### config.mk
export PLATFORM = sky130hd
export DESIGN_NAME = ccu_axil_initiator
export DESIGN_NICKNAME = d
export VERILOG_FILES = /design/src/rtl/ccu_axil_initiator.sv
export SDC_FILE = /design/constraint.sdc
export NUM_CORES = 1
export LEC_CHECK = 0
export ABC_AREA = 1
export CAP_MARGIN = 20
export CORE_MARGIN = 1
export CORE_UTILIZATION = 38
export DETAILED_ROUTE_END_ITERATION = 7
export PLACE_DENSITY = 0.84
export SLEW_MARGIN = 10
export SYNTH_ARGS = -nofsm -noshare
export SYNTH_HDL_FRONTEND = slang
export SYNTH_SLANG_ARGS = --single-unit
### constraint.sdc
create_clock -name clk -period 1.38 [get_ports clk]
set_input_delay 0.414 -clock clk [delete_from_list [all_inputs] [get_ports clk]]
set_output_delay 0.414 -clock clk [all_outputs]
set_load 0.01 [all_outputs]
### src/rtl/ccu_axil_initiator.sv
// AXI4-Lite master issuing single-beat writes, reads and poll-until-match reads, one response per command.
// Optional macro CCU_AXIL_POLL_TIMEOUT_EN bounds each POLL to POLL_LIMIT reads and reports rsp_timeout.
module ccu_axil_initiator #(
    parameter int ADDR_WIDTH = 8,
    parameter int POLL_GAP   = 4,
    parameter int POLL_LIMIT = 1024,
    parameter int CNT_WIDTH  = 16
) (
    input  logic                  clk,
    input  logic                  rst,
    input  logic                  cmd_valid,
    output logic                  cmd_ready,
    input  logic [1:0]            cmd_op,
    input  logic [ADDR_WIDTH-1:0] cmd_addr,
    input  logic [31:0]           cmd_wdata,
    input  logic [3:0]            cmd_wstrb,
    input  logic [31:0]           cmd_mask,
    output logic                  rsp_valid,
    input  logic                  rsp_ready,
    output logic [31:0]           rsp_rdata,
    output logic [1:0]            rsp_resp,
    output logic [CNT_WIDTH-1:0]  rsp_count,
    output logic                  rsp_timeout,
    output logic [ADDR_WIDTH-1:0] m_axil_awaddr,
    output logic [2:0]            m_axil_awprot,
    output logic                  m_axil_awvalid,
    input  logic                  m_axil_awready,
    output logic [31:0]           m_axil_wdata,
    output logic [3:0]            m_axil_wstrb,
    output logic                  m_axil_wvalid,
    input  logic                  m_axil_wready,
    input  logic [1:0]            m_axil_bresp,
    input  logic                  m_axil_bvalid,
    output logic                  m_axil_bready,
    output logic [ADDR_WIDTH-1:0] m_axil_araddr,
    output logic [2:0]            m_axil_arprot,
    output logic                  m_axil_arvalid,
    input  logic                  m_axil_arready,
    input  logic [31:0]           m_axil_rdata,
    input  logic [1:0]            m_axil_rresp,
    input  logic                  m_axil_rvalid,
    output logic                  m_axil_rready
);
    typedef enum logic [2:0] {IDLE, WR_REQ, WR_RESP, RD_REQ, RD_DATA, GAP, RSP} state_t;

    localparam int GW = (POLL_GAP > 1) ? $clog2(POLL_GAP) : 1;
    localparam logic [GW-1:0] GAP_LAST = GW'((POLL_GAP > 0) ? POLL_GAP - 1 : 0);

    state_t                  state_reg, state_next;
    logic [ADDR_WIDTH-1:0]   addr_reg;
    logic [31:0]             wdata_reg, mask_reg, rdata_reg;
    logic [3:0]              wstrb_reg;
    logic [1:0]              resp_reg;
    logic [CNT_WIDTH-1:0]    count_reg;
    logic [GW-1:0]           gap_cnt_reg;
    logic                    poll_reg, aw_done_reg, w_done_reg;
    logic                    accept, aw_ok, w_ok, match, poll_done, limit_hit;

    assign accept    = cmd_valid && cmd_ready;
    assign aw_ok     = aw_done_reg || (m_axil_awvalid && m_axil_awready);
    assign w_ok      = w_done_reg || (m_axil_wvalid && m_axil_wready);
    assign match     = ((m_axil_rdata ^ wdata_reg) & mask_reg) == 32'h0;
    // An error response ends a poll just like a match does.
    assign poll_done = match || (m_axil_rresp != 2'b00) || limit_hit;

`ifdef CCU_AXIL_POLL_TIMEOUT_EN
    localparam int PW = $clog2(POLL_LIMIT + 1);
    logic [PW-1:0] poll_cnt_reg;
    logic          timeout_reg;

    assign limit_hit   = poll_cnt_reg >= PW'(POLL_LIMIT);
    assign rsp_timeout = timeout_reg;

    always_ff @(posedge clk) begin
        if (rst) begin
            poll_cnt_reg <= '0;
            timeout_reg  <= 1'b0;
        end else if (accept) begin
            poll_cnt_reg <= '0;
            timeout_reg  <= 1'b0;
        end else if (state_reg == RD_REQ && m_axil_arready) begin
            poll_cnt_reg <= poll_cnt_reg + 1'b1;
        end else if (state_reg == RD_DATA && m_axil_rvalid) begin
            // Only judged on the R handshake, so no open transaction is ever abandoned.
            timeout_reg <= poll_reg && !match && (m_axil_rresp == 2'b00) && limit_hit;
        end
    end
`else
    assign limit_hit   = 1'b0;
    assign rsp_timeout = 1'b0;
`endif

    always_ff @(posedge clk) begin
        if (rst) state_reg <= IDLE;
        else     state_reg <= state_next;
    end

    always_comb begin
        state_next = state_reg;
        case (state_reg)
            IDLE:    if (accept) state_next = (cmd_op == 2'b00) ? WR_REQ : RD_REQ;
            WR_REQ:  if (aw_ok && w_ok) state_next = WR_RESP;
            WR_RESP: if (m_axil_bvalid) state_next = RSP;
            RD_REQ:  if (m_axil_arready) state_next = RD_DATA;
            RD_DATA: begin
                if (m_axil_rvalid) begin
                    if (!poll_reg || poll_done) state_next = RSP;
                    else if (POLL_GAP == 0)     state_next = RD_REQ;
                    else                        state_next = GAP;
                end
            end
            GAP:     if (gap_cnt_reg == GAP_LAST) state_next = RD_REQ;
            RSP:     if (rsp_ready) state_next = IDLE;
            default: state_next = IDLE;
        endcase
    end

    always_comb begin
        cmd_ready      = (state_reg == IDLE) && !rst;
        m_axil_awvalid = (state_reg == WR_REQ) && !aw_done_reg;
        m_axil_wvalid  = (state_reg == WR_REQ) && !w_done_reg;
        m_axil_bready  = (state_reg == WR_RESP);
        m_axil_arvalid = (state_reg == RD_REQ);
        m_axil_rready  = (state_reg == RD_DATA);
        rsp_valid      = (state_reg == RSP);
    end

    always_ff @(posedge clk) begin
        if (rst) begin
            addr_reg    <= '0;
            wdata_reg   <= '0;
            wstrb_reg   <= '0;
            mask_reg    <= '0;
            poll_reg    <= 1'b0;
            rdata_reg   <= '0;
            resp_reg    <= '0;
            count_reg   <= '0;
            gap_cnt_reg <= '0;
            aw_done_reg <= 1'b0;
            w_done_reg  <= 1'b0;
        end else begin
            case (state_reg)
                IDLE: begin
                    if (accept) begin
                        addr_reg    <= cmd_addr;
                        wdata_reg   <= cmd_wdata;
                        wstrb_reg   <= cmd_wstrb;
                        mask_reg    <= cmd_mask;
                        poll_reg    <= (cmd_op == 2'b10);
                        rdata_reg   <= '0;
                        resp_reg    <= '0;
                        count_reg   <= '0;
                        aw_done_reg <= 1'b0;
                        w_done_reg  <= 1'b0;
                    end
                end
                WR_REQ: begin
                    if (m_axil_awvalid && m_axil_awready) aw_done_reg <= 1'b1;
                    if (m_axil_wvalid && m_axil_wready)   w_done_reg  <= 1'b1;
                end
                WR_RESP: if (m_axil_bvalid) resp_reg <= m_axil_bresp;
                RD_REQ: begin
                    if (m_axil_arready && count_reg != {CNT_WIDTH{1'b1}})
                        count_reg <= count_reg + 1'b1;
                end
                RD_DATA: begin
                    gap_cnt_reg <= '0;
                    if (m_axil_rvalid) begin
                        rdata_reg <= m_axil_rdata;
                        resp_reg  <= m_axil_rresp;
                    end
                end
                GAP:     gap_cnt_reg <= gap_cnt_reg + 1'b1;
                default: ;
            endcase
        end
    end

    assign rsp_rdata     = rdata_reg;
    assign rsp_resp      = resp_reg;
    assign rsp_count     = count_reg;
    assign m_axil_awaddr = addr_reg;
    assign m_axil_araddr = addr_reg;
    assign m_axil_wdata  = wdata_reg;
    assign m_axil_wstrb  = wstrb_reg;
    assign m_axil_awprot = 3'b000;
    assign m_axil_arprot = 3'b000;
endmodule

After elaboration in Yosys (flattened, before gate mapping)

Cells that the tools add are included.

Input bits: 123
Register bits after elaboration: 134

Add/sub/neg operators: 2
Bitwise gates (word level): 2
Reduce and logical (&&, ||, !) cells: 32
Muxes and demuxes: 26
Eq/ne operators: 19

Operators with widths:

| cell                                                                  | number |
|---|---|
| 32-bit two-way mux                                                    | 2 |
| 32-bit case mux with 2 select lines                                   | 1 |
| 32-bit AND                                                            | 1 |
| 32-bit zero test                                                      | 1 |
| 16-bit two-way mux                                                    | 2 |
| 16-bit case mux with 2 select lines                                   | 1 |
| 32-bit bitwise XOR                                                    | 1 |
| 3-bit two-way mux                                                     | 7 |
| 3-bit case mux with 7 select lines                                    | 1 |
| 16-bit by 1-bit adder with 16-bit output, second input constant       | 1 |
| 16-bit != test, second input constant                                 | 1 |
| 2-bit != test, second input constant                                  | 7 |
| 3-bit AND reduction                                                   | 4 |
| 2-bit two-way mux                                                     | 5 |
| 2-bit nonzero test                                                    | 5 |
| 3-bit equality test, second input constant                            | 3 |
| 1-bit logical AND                                                     | 8 |
| 7-bit AND reduction                                                   | 1 |
| 3-bit by 2-bit equality test with 1-bit output, second input constant | 2 |
| 2-bit by 1-bit != test with 1-bit output, second input constant       | 3 |
| 2-bit case mux with 3 select lines                                    | 1 |
| 2-bit equality test, second input constant                            | 2 |
| 1-bit zero test                                                       | 4 |
| 1-bit logical OR                                                      | 4 |
| other kinds (10)                                                      | 13 |

Longest topological paths before layout

Depth after elaboration: 8
Depth in mapped cells: 13
Depth with buffers taken out: 13

Least setup slack after synthesis

Ideal clock, no wire load.

Kind: register to register
Start point: register count_reg[0], in the netlist rsp_count[0]
End point: register count_reg[11], in the netlist rsp_count[11]
Path buffers: 1
Setup time: 0.127 ns
Cell stages (with the launch flop): 10
Data required time: 1.253 ns
Data arrival time: 1.498 ns
Path slack: -0.246 ns
Path through: dfxtp_1 > ha_1 > nand4_1 > nor3_2 > nand2_2 > nand3_2 > buf_6 > nor2_2 > o21ai_1 > a21oi_1

Longest elaborated chain between the ends: 4
Elaborated cells between the ends (all ways): 7

Ends and longest elaborated chain:

| what                                                                                             | RTL line | text |
|---|---|---|
| from (decl)                                                                                      | 54       | `logic [CNT_WIDTH-1:0] count_reg;` |
| from (signal assigned)                                                                           | 164      | `count_reg <= count_reg + 1'b1;` |
| parallel branches: the longest is 4 deep, another holds 16-bit by 1-bit adder with 16-bit output | --       |  |

Several ways; the timed one is not identified. The select of a mux whose other input is x is not followed.
A chain may end at the register's enable or synchronous reset.

Worst setup path after layout

Start point: register state_reg[2]
End point: register count_reg[7], in the netlist rsp_count[7]

Longest elaborated chain between the ends: 5
Elaborated cells between the ends (all ways): 9

Ends and longest elaborated chain:

| what                          | RTL line | text |
|---|---|---|
| from (decl)                   | 49       | `state_t state_reg, state_next;` |
| from (signal assigned)        | 95       | `else state_reg <= state_next;` |
| 3-bit zero test               | 119, 142 |  |
| 1-bit logical AND             | 119      | `cmd_ready = (state_reg == IDLE) && !rst;` |
| 1-bit logical AND             | 59       | `assign accept = cmd_valid && cmd_ready;` |
| 2-bit != test (no line)       | --       |  |
| 3-bit AND reduction (no line) | --       |  |

Several ways; a longest one is shown, not always the timed one.

==> impl_metrics.env <==
export IMPL_hold_viol=0
export IMPL_yosysTopAreaCell="dfxtp_1"
export IMPL_hpwl_mm=14.3
export IMPL_drc=0
export IMPL_die_x_um=125
export IMPL_violations="setup timing"
export IMPL_yosys_register_bits=134
export IMPL_vias_per_cell=5.07
export IMPL_cts_buffers=17
export IMPL_timing_rr_start="state_reg[2]$_SDFFE_PP0P_"
export IMPL_diodes=0
export IMPL_maxSlewViolCount=0
export IMPL_wl_per_cell_um=16.9
export IMPL_syn_mean_instance_area_um2=7.46
export IMPL_seqCellArea_um2=2770
export IMPL_crit_type="flip-flop to flip-flop"
export IMPL_status="complete, but fails checks"
export IMPL_area_growth_pct=65.4
export IMPL_min_path_cells=2
export IMPL_yosys_top_cells_area="dfxtp_1 (47%), nand2_1 (15%), a22o_1 (6.9%)"
export IMPL_post_dp_cell_area_um2=8720
export IMPL_clk_pin_slew_worst_paths_ps=60
export IMPL_leakagePower_nw=4.24
export IMPL_cts_hold_buf=0
export IMPL_hp_start="rsp_rdata[4]$_SDFFE_PP0P_"
export IMPL_critical_path_required_ps=1690
export IMPL_drt_initial_drc_count=412
export IMPL_cp_max_fo=7
export IMPL_setup_viol=140
export IMPL_root_buffer="clkbuf_16"
export IMPL_num_vias=6453
export IMPL_rows=44
export IMPL_dieArea_um2=15500
export IMPL_synth_common_cells="nand2_1 (232), dfxtp_1 (134), inv_1 (80)"
export IMPL_ir_worst_vdd_mv=0.800
export IMPL_worst_setup_path_end_kind="flip-flop"
export IMPL_grt_pass1_vias=6235
export IMPL_multi_input_area_um2=2750
export IMPL_ios=239
export IMPL_synth_edf_count=0
export IMPL_gp_congestion=0.904
export IMPL_cts_tree="built"
export IMPL_clk_latency_ps=420
export IMPL_drive_gt1_share_pct=32.7
export IMPL_netlist_area_leader_share_pct=46.9
export IMPL_cts_sinks=134
export IMPL_finalCriticalPeriod_ps=1820
export IMPL_relSlewSlack_pct=59.9
export IMPL_hold_ws_ps=457
export IMPL_grt_overflow_total=0
export IMPL_rsz0062_at_grt="true"
export IMPL_grt_pass1_wl_mm=32.2
export IMPL_fmax_ghz=0.550
export IMPL_die_h_um=125
export IMPL_async_flop_share_pct=0
export IMPL_reg2reg_to="rsp_count[7]$_SDFFE_PP0P_"
export IMPL_rr_worst_depth=12
export IMPL_fin_nets=1201
export IMPL_firstDrtPassIters=5
export IMPL_antenna_found_initial=0
export IMPL_start_kind="flip-flop"
export IMPL_power_mw=14.8
export IMPL_syn_area_um2=5720
export IMPL_power_density_nw_per_um2=1570
export IMPL_synth_cell_types=35
export IMPL_fillers=1184
export IMPL_ys_flop_type="dfxtp_1"
export IMPL_core_area_um2=14600
export IMPL_final_setup_worst_slack_ps=-437
export IMPL_rrSetupSlack_ps=-440
export IMPL_synth_seq_area_share_pct=46.9
export IMPL_grt_max_degree=46
export IMPL_clockBufferDepth=2
export IMPL_max_cap_violations=0
export IMPL_min_to="rsp_rdata[4]$_SDFFE_PP0P_"
export IMPL_min_path_type="flip-flop to flip-flop"
export IMPL_syn_instance_count=766
export IMPL_clock_skew_ps=9.37
export IMPL_max_slew_worst_pin_slew_ps=601
export IMPL_post_route_period_util_pct=132
export IMPL_stdcell_area_um2=9460
export IMPL_grt_total_usage_pct=26.6
export IMPL_cp_arrival_ps=2120
export IMPL_portBuffers=231
export IMPL_yosysMostFrequentCell="nand2_1"
export IMPL_ant_nets=0
export IMPL_start_util_pct=39.2
export IMPL_htreeDepth=4
export IMPL_routed_wl_mm=21.5
export IMPL_synth_warning_count=0
## worst max-delay path, cell delays in order (launching register included)
cell and delay, ps:
dfxtp_2 340, inv_4 90, buf_6 120, nand2_8 60, nor2_4 130, inv_2 70, nor4_4 210, nand2_2 110
nand3_4 170, buf_6 140, inv_8 40, a31oi_1 170, nor2_1 70
## cell usage in the layout, fill, tap and decap left out, drive strengths merged, types with 41 or more instances in the layout
cell type,instances
nand3,41
inv,88
nand2,236
o21ai,41
a21oi,55
nor2,45
buf,206
a22o,45
dfxtp,134
clkdlybuf4s50,121
## worst max path at each step
stage,from,end,slack [ps],cells past startpoint
floorplan,rsp_count[1]$_SDFFE_PP0P_,rsp_count[11]$_SDFFE_PP0P_,-140,9
global placement,m_axil_rdata[1],state_reg[1]$_SDFFE_PP0P_,-660,13
detailed placement,m_axil_rdata[1],state_reg[1]$_SDFFE_PP0P_,-640,13
CTS,state_reg[2]$_SDFFE_PP0P_,m_axil_arvalid,-320,5
global route,state_reg[2]$_SDFFE_PP0P_,rsp_count[6]$_SDFFE_PP0P_,-540,12
finish,state_reg[2]$_SDFFE_PP0P_,rsp_count[7]$_SDFFE_PP0P_,-440,12
## metal layers
layer | global-route usage (%) | wire (um) | up-vias
met1 | 31.3 | 8380 | 2974
met5 | 0 | 0 | -
met3 | 5.97 | 1580 | 73
met4 | 13.3 | 889 | 0
li1 | - | - | 3084
met2 | 45.2 | 10600 | 322
## cell families (layout without fill, tap and decap cells)
family | Yosys count | count (layout) | share of synthesized area [%]
xor gates and xnor gates | 8 | 8 | 1.23
AOI/OAI and AO/OA | 147 | 147 | 16.0
other | 1 | 7 | 0.0656
adders and majority gates | 2 | 2 | 0.438
DFF | 134 | 134 | 46.9
and+or+nand+nor | 342 | 342 | 25.2
buffers and inverters | 132 | 449 | 10.2
## layout make-up
type / count / area share, %
clock buffers: 24 / 5.30
clock inverters: 8 / 1.27
inverters: 88 / 3.70
multi-input cells: 506 / 29.1
flip-flops and latches: 134 / 29.2
well taps: 184 / 2.43
repair buffers: 328 / 28.9
repair inverters: 1 / 0.119
## repair_timing
item | in CTS | in global routing
pin swaps | 7 | 22
buffers inserted | 16 | 6
cloned | 3 | 0
hold endpoints to repair | 0 | 0
resized for setup | 543 | 52
setup endpoints to repair | 241 | 153
## where the power goes
group	switching, mW	internal (mW)	total (mW)
sequential	0.465	4.58	5.05
combinational	2.70	2.34	5.04
clock	1.69	3.07	4.76
## through the flow
stage	TNS [ps]	setup slack, ps	utilization [%]	cells
after floorplan	-4470	-139	-	772
final	-34860	-437	64.8	1273
after global routing	-43870	-538	64.8	1273
after detailed placement	-58810	-637	59.8	1218
after global placement	-58060	-657	59.8	1218
after CTS	-25950	-319	63.4	1269
(Power assumes the default switching activity.)
